<file path="config.mk">
export PLATFORM = sky130hd
export DESIGN_NAME = hs32_alu_arb
export DESIGN_NICKNAME = d
export VERILOG_FILES = /design/src/rtl/hs32_alu_arb.sv
export SDC_FILE = /design/constraint.sdc
export NUM_CORES = 1
export LEC_CHECK = 0
export CAP_MARGIN = 20
export CORE_AREA = 3 3 117 119
export CTS_CLUSTER_SIZE = 16
export DETAILED_ROUTE_END_ITERATION = 10
export DIE_AREA = 0 0 120 122
export PLACE_DENSITY = 0.65
export SYNTH_ARGS = -nofsm -noshare
export SYNTH_HDL_FRONTEND = slang
export SYNTH_SLANG_ARGS = --single-unit
</file>
<file path="constraint.sdc">
create_clock -name clk -period 2.5 [get_ports clk]
set_input_delay 0.75 -clock clk [delete_from_list [all_inputs] [get_ports clk]]
set_output_delay 0.75 -clock clk [all_outputs]
set_load 0.01 [all_outputs]
</file>
<file path="src/rtl/hs32_alu_arb.sv">
// hs32_alu_arb: two-port arbiter for the shared HS32 ALU with NZCV flags register and registered response.
module hs32_alu_arb #(
  parameter logic [3:0] FL_RESET   = 4'b0000,
  parameter bit         PRIO_FIXED = 1'b0
) (
  input  logic        clk,
  input  logic        reset,
  input  logic        r0_valid_i,
  output logic        r0_ready_o,
  input  logic [31:0] r0_a_i,
  input  logic [31:0] r0_b_i,
  input  logic [3:0]  r0_op_i,
  input  logic        r0_setfl_i,
  input  logic        r1_valid_i,
  output logic        r1_ready_o,
  input  logic [31:0] r1_a_i,
  input  logic [31:0] r1_b_i,
  input  logic [3:0]  r1_op_i,
  input  logic        r1_setfl_i,
  output logic [31:0] alu_a_o,
  output logic [31:0] alu_b_o,
  output logic [3:0]  alu_op_o,
  output logic [3:0]  alu_fl_o,
  input  logic [31:0] alu_r_i,
  input  logic [3:0]  alu_fl_i,
  output logic        rsp_valid_o,
  input  logic        rsp_ready_i,
  output logic        rsp_id_o,
  output logic [31:0] rsp_r_o,
  output logic [3:0]  rsp_fl_o,
  input  logic        fl_we_i,
  input  logic [3:0]  fl_d_i,
  output logic [3:0]  flags_o
);
  typedef enum logic {IDLE, HOLD} state_e;
  state_e      state_q, state_d;
  logic        last_q, last_d;
  logic [3:0]  flags_q, flags_d;
  logic        rsp_id_q, rsp_id_d;
  logic [31:0] rsp_r_q, rsp_r_d;
  logic [3:0]  rsp_fl_q, rsp_fl_d;
  logic        any_v, gnt, can_accept, accept, setfl;
  always_comb begin
    any_v      = r0_valid_i || r1_valid_i;
    // on a tie the port that did not win the last accept goes first
    gnt        = (r0_valid_i && r1_valid_i) ? (PRIO_FIXED ? 1'b0 : !last_q) : r1_valid_i;
    can_accept = (state_q == IDLE) || rsp_ready_i;
    accept     = can_accept && any_v;
    setfl      = gnt ? r1_setfl_i : r0_setfl_i;
    state_d    = accept ? HOLD : (rsp_ready_i ? IDLE : state_q);
    last_d     = accept ? gnt : last_q;
    rsp_id_d   = accept ? gnt : rsp_id_q;
    rsp_r_d    = accept ? alu_r_i : rsp_r_q;
    rsp_fl_d   = accept ? alu_fl_i : rsp_fl_q;
    flags_d    = fl_we_i ? fl_d_i : ((accept && setfl) ? alu_fl_i : flags_q);
  end
  always_ff @(posedge clk or posedge reset) begin
    if (reset) begin
      state_q  <= IDLE;
      last_q   <= 1'b1;
      flags_q  <= FL_RESET;
      rsp_id_q <= 1'b0;
      rsp_r_q  <= '0;
      rsp_fl_q <= '0;
    end else begin
      state_q  <= state_d;
      last_q   <= last_d;
      flags_q  <= flags_d;
      rsp_id_q <= rsp_id_d;
      rsp_r_q  <= rsp_r_d;
      rsp_fl_q <= rsp_fl_d;
    end
  end
  assign r0_ready_o  = can_accept && r0_valid_i && !gnt;
  assign r1_ready_o  = can_accept && r1_valid_i && gnt;
  assign alu_a_o     = any_v ? (gnt ? r1_a_i : r0_a_i) : '0;
  assign alu_b_o     = any_v ? (gnt ? r1_b_i : r0_b_i) : '0;
  assign alu_op_o    = any_v ? (gnt ? r1_op_i : r0_op_i) : '0;
  assign alu_fl_o    = flags_q;
  assign flags_o     = flags_q;
  assign rsp_valid_o = (state_q == HOLD);
  assign rsp_id_o    = rsp_id_q;
  assign rsp_r_o     = rsp_r_q;
  assign rsp_fl_o    = rsp_fl_q;
endmodule

</file>
# ---- After elaboration in Yosys (flattened, before gate mapping)
# Cells that the tools add are included.
dict set report word_totals {
  out_inout_bits 116
  ff_bits 43
  in_bits 184
  word_cells 32
}
dict set report classes {
  bitwise_logic 1
  n_reduce_logical 13
  muxes 12
}
# operator count
set ops {}
lappend ops {{2-to-1 mux 32 bit} 4}
lappend ops {{2-to-1 mux 4 bit} 4}
lappend ops {{logical AND 1 bit} 7}
lappend ops {{2-to-1 mux 1 bit} 4}
lappend ops {{nonzero test 2 bit} 2}
lappend ops {{logical NOT 1 bit} 2}
lappend ops {{logical OR 1 bit} 2}
lappend ops {{NOT 1 bit} 1}

# ---- Logic depth before layout (Yosys ltp)
# Gate-level depths: netlist of the first run.
dict set report logic_depth {
  ltp_word 6
  depth_mapped 7
  ltp_nobuf 4
}

# ---- Least setup slack after synthesis of the first run
# OpenSTA, ideal clock, no wires.
dict set report synth_timing {
  path_kind {input to output}
  start {in r0_valid_i}
  end {out alu_a_o[23]}
  path_buffers 4
  cell_stages 7
  slack_ns 0.127
  t_arrival_ns 1.623
  required_time_ns 1.750
  cell_sequence {buf_6 a21boi_4 buf_6 buf_6 buf_4 nand2_1 o21ai_0}
}
dict set report synth_between {
  elab_chain_len 4
  word_cells_on_any_way 5
  classes_between {3 x mux; 2 x reduce/logical}
}
# element line
set synth_lines {}
lappend synth_lines {{start: declaration} 8} ;# input logic r0_valid_i,
lappend synth_lines {{logical AND 1 bit} 46} ;# gnt = (r0_valid_i && r1_valid_i) ? (PRIO_FIXED ? 1'b0 : !last_q) : r1_valid_i;
lappend synth_lines {{2-to-1 mux 1 bit} 46}
lappend synth_lines {{2-to-1 mux 32 bit} 76} ;# assign alu_a_o = any_v ? (gnt ? r1_a_i : r0_a_i) : '0;
lappend synth_lines {{2-to-1 mux 32 bit *} 76}
lappend synth_lines {{end: declaration} 20} ;# output logic [31:0] alu_a_o,
# Every way passes the cells marked *; elsewhere a longest branch is shown, timed or not.

# ---- Final worst setup path of the first run
dict set report layout_timing {
  start {in r1_valid_i}
  end {out alu_b_o[15]}
}
dict set report layout_between {
  elab_chain_len 4
  word_cells_on_any_way 5
  classes_between {3 x mux; 2 x reduce/logical}
}
# element line
set layout_lines {}
lappend layout_lines {{start: declaration} 14} ;# input logic r1_valid_i,
lappend layout_lines {{logical AND 1 bit} 46}
lappend layout_lines {{2-to-1 mux 1 bit} 46}
lappend layout_lines {{2-to-1 mux 32 bit} 77} ;# assign alu_b_o = any_v ? (gnt ? r1_b_i : r0_b_i) : '0;
lappend layout_lines {{2-to-1 mux 32 bit *} 77}
lappend layout_lines {{end: declaration} 21} ;# output logic [31:0] alu_b_o,
# Marks and branches as above.

==> impl_metrics.json, run 1 <==
{
  "status": "finished, final reports clean",
  "rows": 41,
  "dpl.hpwl_um": 10700,
  "firstDrtPassIters": 4,
  "wire_per_inst_um": 15.9,
  "synth_fp_nets": 528,
  "drc": 0,
  "antenna_found_initial": 0,
  "vias": 3549,
  "grt_max_degree": 31,
  "grt_use_total_pct": 16.3,
  "syn_area_per_cell_sq_um": 8.36,
  "multi_input_area_sq_um": 1610,
  "synth_mux_area_share_pct": 22.1,
  "cap_violations": 0,
  "period_share_pct": 99.0,
  "ff2ff_path_depth": 5,
  "reg2reg_to": "rsp_r_o[22]",
  "hold_ws_ns": 0.505,
  "ys_seq_elements": 43,
  "max-vdd-ir-drop_uv": 469,
  "drt_iter0_markers": 131,
  "synth_seq_area_share_pct": 37.5,
  "cts_buffers": 5,
  "yosys.area.top_type_share_pct": 36.5,
  "cts_tree": "built",
  "synth_area_leaders": "dfrtp_1, nand2_1, mux2_4, o21ai_0, mux2i_1",
  "grt_use_met2_pct": 30.0,
  "grt_use_met3_pct": 5.62,
  "vias_per_cell": 4.30,
  "grt_pass1_wl_um": 19100,
  "period_needed_ns": 2.47,
  "n_fill_cell": 1223,
  "chipWidth_um": 120,
  "busiest_layer": "met2",
  "synth-compound-area-share_pct": 13.5,
  "io_buffers": 299,
  "synth-async-reset-ratio_pct": 100,
  "h-tree-depth": 2,
  "cp-startpoint": "r1_valid_i",
  "whs_endpoint": "rsp_r_o[23]",
  "synth_edf_count": 0,
  "hold_class": "reg2reg",
  "maxClockFrequency_mhz": 404,
  "crit_path_max_fanout": 11,
  "grt_pass1_vias": 3564,
  "yosys-top-cells-count": "nand2_1, o21ai_0, dfrtp_1",
  "ant_nets": 0,
  "synthFlopType": "dfrtp_1",
  "synth-simple-area-share_pct": 19.6,
  "drv_slew": 0,
  "setup_viol": 0,
  "cts.sinks": 43,
  "min_from": "rsp_r_o[23]",
  "core_area_sq_um": 12700,
  "worst_slew_pin_slew_ns": 0.724,
  "setup_slack_ns": 0.0256,
  "finClkSkew_ns": 0.00296,
  "die-area_sq_um": 14600,
  "synthCells": 344,
  "critPathRequiredTime_ns": 1.75,
  "synth_cell_types": 23,
  "clockBufferDepth": 2,
  "clkTransAtPathRegs_ns": 0.06,
  "start_util_pct": 22.7,
  "synth_xor_area_share_pct": 0,
  "cts-root-buf": "clkbuf_16",
  "yosysTopAreaCell": "dfrtp_1",
  "preCtsSetupSlack_ns": -0.777,
  "hold_depth": 1,
  "totalWireLength_um": 13100,
  "utilization_pct": 48.6,
  "layout.nets": 836,
  "rsz0062_at_grt": "true",
  "r2r-start": "rsp_valid_o",
  "synth_top_family_by_area": "multiplexers",
  "slew_headroom_pct": 51.4,
  "yosysWarnings": 0,
  "syn2layout_area_growth_pct": 114,
  "diodes": 0,
  "clock_latency_ns": 0.28,
  "powerDensity_nw_per_um2": 476,
  "placed_cells": 808,
  "cellLeakagePower_nw": 2.78,
  "regArea_sq_um": 1080,
  "r2r_slack_ns": 0.96,
  "die_h_um": 122,
  "pin_count": 300,
  "synthAdderAreaFrac_pct": 0,
  "power.total_mw": 2.93,
  "use_met1_pct": 18.4,
  "worstSetupPathType": "in2out",
  "endpoint_kind": "output pin",
  "drive_above_1_share_pct": 25.0,
  "instances_no_fill": 825,
  "grt_remaining_overflow": 0,
  "arrival_ns": 1.72,
  "synthesis.area_sq_um": 2880,
  "hold_violations": 0,
  "cts_hold_buffers": 0,
  "place_congestion": 0.843,
  "start_kind": "primary input",
  "yosysMostFrequentCell": "nand2_1"
}
timing repair:
action / 4_1_cts / 5_1_grt
pin swaps: 2 / 1
cloned: 3 / 0
setup buffers: 8 / 0
endpoints found under the hold margin: 0 / 0
resized for setup: 304 / 46
endpoints found under the setup margin: 70 / 52
worst max-delay path by stage:
stage | to | cells after the start
4_1_cts | alu_b_o[25] | 9
2_1_floorplan | alu_a_o[23] | 7
3_5_place_dp | alu_a_o[1] | 7
6_report | alu_b_o[15] | 7
5_1_grt | alu_b_o[3] | 8
3_3_place_gp | alu_op_o[3] | 7
final cells by class:
cell class	count	share of cell area (%)
clock buffer	5	2.03
clock inverter	3	0.772
inverter	2	0.122
multi-input combinational	267	26.2
sequential	43	17.5
tap	172	3.49
timing repair buffer	333	49.9
state kept, by name, indices dropped and copies added (netlist names):
signal and count:
last_q 1, rsp_valid_o 1, rsp_fl_o 4, alu_fl_o 4
rsp_r_o 32, rsp_id_o 1
per-layer routing:
layer  part of all wire [%]  vias to the layer above
met2                     52                      187
met4                   0.82                        0
met3                     10                       11
met5                      0                        -
met1                     37                     1605
li1                       -                     1746
cells by family after synthesis:
logic type,count (synthesis)
buffers and inverters,34
AND/OR/NAND/NOR,146
multiplexers,48
AO/OA/AOI/OAI,73
flip-flops,43
per-stage QoR:
step           setup TNS (ns)  cell area (sq um)
6_report                    0               6160
2_1_floorplan               0               2880
3_3_place_gp           -48.51               6140
3_5_place_dp           -51.19               6140
5_1_grt                -0.104               6160
4_1_cts               -0.0801               6240
critical path: stages:
cell and delay, ns:
buf_6 0.09, a21boi_4 0.14, buf_12 0.14, buf_8 0.13, buf_16 0.14, o21ai_2 0.16
buf_2 0.16
where the power goes:
part	switching [mW]	internal (mW)	leakage [nW]
registers	0.0640	0.799	0.499
logic	0.510	0.808	2.19
clock network	0.276	0.476	0.0844
total	0.849	2.08	2.78
cell usage in the layout (no fill, tap or decap), types with 2 or more instances in the layout:
cell	n
nand3_1	2
dfrtp_1	42
nand2_2	3
buf_6	6
clkbuf_16	5
mux2_4	29
clkbuf_2	12
nor2_1	2
nand2_1	137
o21ai_0	35
o21ai_2	6
buf_16	3
buf_8	3
mux2i_1	12
buf_4	18
clkdlybuf4s50_1	227
buf_12	6
o21ai_1	29
buf_2	58
mux2_2	7
No activity file was read; power rests on OpenSTA's default activity.
==> run 2, diff against run 1 <==
--- a/config.mk
+++ b/config.mk
@@ -10,7 +10,8 @@
 export CTS_CLUSTER_SIZE = 16
 export DETAILED_ROUTE_END_ITERATION = 10
 export DIE_AREA = 0 0 120 122
-export PLACE_DENSITY = 0.65
+export PLACE_DENSITY = 0.68
+export SLEW_MARGIN = 25
 export SYNTH_ARGS = -nofsm -noshare
 export SYNTH_HDL_FRONTEND = slang
 export SYNTH_SLANG_ARGS = --single-unit
==> run 2 against run 1 <==
Combinational power grew 5%. Global-route usage up 2.2 points. Critical path depth stayed put. Maximum frequency up 0.45%. Clock power down 11%. Final area is 1.8% higher. Setup slack gained 0.011 ns. Non-clock buffer count grew 2. Sequential share of layout area fell by 0.32 points. Critical path type unchanged. Largest cell class unchanged.
==> impl_metrics.json, run 2 (synthesized netlist as in run 1, its figures left out) <==
{
  "cellLeakagePower_nw": 2.82,
  "antenna_found_initial": 0,
  "totalWireLength_um": 14500,
  "critPathSlowestCell": "a21boi_4",
  "drt_iter0_markers": 162,
  "syn2layout_area_growth_pct": 118,
  "rsz0062_at_grt": "true",
  "cts_buffers": 5,
  "place_congestion": 0.847,
  "grt_use_met2_pct": 33.8,
  "core_area_sq_um": 12700,
  "dpl.hpwl_um": 11100,
  "drc": 0,
  "r2r_slack_ns": 0.91,
  "critPathRequiredTime_ns": 1.75,
  "pin_count": 300,
  "rows": 41,
  "cts_hold_buffers": 0,
  "grt_pass1_wl_um": 21500,
  "instances_no_fill": 827,
  "grt_max_degree": 37,
  "cts-root-buf": "clkbuf_16",
  "max-vdd-ir-drop_uv": 314,
  "crit_chain": "buf_6 -> a21boi_4 -> buf_12 -> buf_16 -> nand2_1 -> o21ai_0 -> buf_2",
  "die-area_sq_um": 14600,
  "chipWidth_um": 120,
  "grt_remaining_overflow": 0,
  "hold_violations": 0,
  "setup.worst_path.end": "alu_a_o[15]",
  "setup_viol": 0,
  "cp_slowest_stage_delay_ns": 0.24,
  "worstSetupPathType": "in2out",
  "power.total_mw": 2.91,
  "cts_tree": "built",
  "grt_use_total_pct": 18.5,
  "die_h_um": 122,
  "cts.sinks": 43,
  "firstDrtPassIters": 5,
  "h-tree-depth": 2,
  "start_kind": "primary input",
  "drv_slew": 0,
  "cap_violations": 0,
  "clkTransAtPathRegs_ns": 0.06,
  "worst_slew_pin_slew_ns": 0.493,
  "io_buffers": 299,
  "reg2reg_to": "alu_fl_o[1]",
  "hold_class": "reg2reg",
  "period_share_pct": 98.5,
  "vias": 3699,
  "endpoint_kind": "output pin",
  "arrival_ns": 1.71,
  "finClkSkew_ns": 0.00765,
  "grt_use_met3_pct": 5.01,
  "diodes": 0,
  "grt_pass1_vias": 3755,
  "maxClockFrequency_mhz": 406,
  "busiest_layer": "met2",
  "use_met1_pct": 21.6,
  "status": "finished, final reports clean",
  "start_util_pct": 22.7,
  "clockBufferDepth": 2,
  "cp-startpoint": "r1_valid_i",
  "utilization_pct": 49.5,
  "ant_nets": 0,
  "crit_path_max_fanout": 11,
  "clock_latency_ns": 0.28,
  "r2r-start": "last_q",
  "slew_headroom_pct": 67.0,
  "period_needed_ns": 2.46,
  "largest_reg_flops": 32,
  "vias_per_cell": 4.47,
  "layout_commonest_cell": "clkdlybuf4s50_1",
  "placed_cells": 805,
  "drive_above_1_share_pct": 26.0,
  "layout.nets": 838,
  "n_fill_cell": 1223,
  "hold_ws_ns": 0.509,
  "powerDensity_nw_per_um2": 465,
  "wire_per_inst_um": 17.5,
  "ff2ff_path_depth": 5,
  "layout_common_cells": "clkdlybuf4s50_1, nand2_1, buf_2, o21ai_0, dfrtp_1"
}
[run 2: cell types whose count changed in the layout (fill, tap and decap cells not counted), sizes merged]
cell,delta
clkinv,-1
buf,+8
clkbuf,-5
bufinv,-1
clkinvlp,+1
[run 2: area by class of cell]
type	instances	area, sq um	area share [%]
Timing Repair Buffer	335	3190	50.9
Multi-Input combinational cell	267	1630	25.9
Sequential cell	43	1080	17.2
Tap cell	172	215	3.43
Clock buffer	6	139	2.21
Clock inverter	2	16.3	0.259
Inverter	2	7.51	0.120
[run 2: what timing repair did]
item,CTS,global route
buffers inserted,6,1
pin swaps,1,1
endpoints found under the setup margin,70,48
cloned,9,1
gates resized for setup,318,43
[run 2: routing by layer]
metal,up-vias,part of all wire [%]
li1,1756,-
met1,1744,38
met2,180,52
met3,19,7.9
met4,0,1.8
met5,-,0
[run 2: worst min path at each step]
| stage | cells after the start | start | endpoint |
|---|---|---|---|
| floorplan | 2 | last_q | last_q |
| global placement | 1 | rsp_r_o[23] | rsp_r_o[23] |
| detailed placement | 1 | rsp_r_o[2] | rsp_r_o[2] |
| CTS | 1 | rsp_r_o[11] | rsp_r_o[11] |
| global route | 1 | rsp_r_o[26] | rsp_r_o[26] |
| finish | 1 | rsp_r_o[11] | rsp_r_o[11] |
[run 2: metrics by stage]
step / worst slack [ns] / instance area (sq um) / TNS, ns
final: 0.0366 / 6270 / 0
after floorplan: 0.127 / 2880 / 0
after CTS: 0.00664 / 6320 / 0
after global routing: -0.0183 / 6270 / -0.0744
after global placement: -0.758 / 6100 / -50.29
after detailed placement: -0.786 / 6100 / -51.04
[run 2: worst max-delay path: cells and delay by family]
family / cells / cell delay, ns
buffers and inverters: 4 / 0.58
AND/OR/NAND/NOR: 1 / 0.06
AO/OA/AOI/OAI: 2 / 0.32
[run 2: report_power, final]
group / switching, mW / leakage, nW / internal (mW) / total, mW
registers: 0.0646 / 0.499 / 0.799 / 0.863
logic: 0.544 / 2.25 / 0.841 / 1.38
clock network: 0.267 / 0.0731 / 0.399 / 0.666
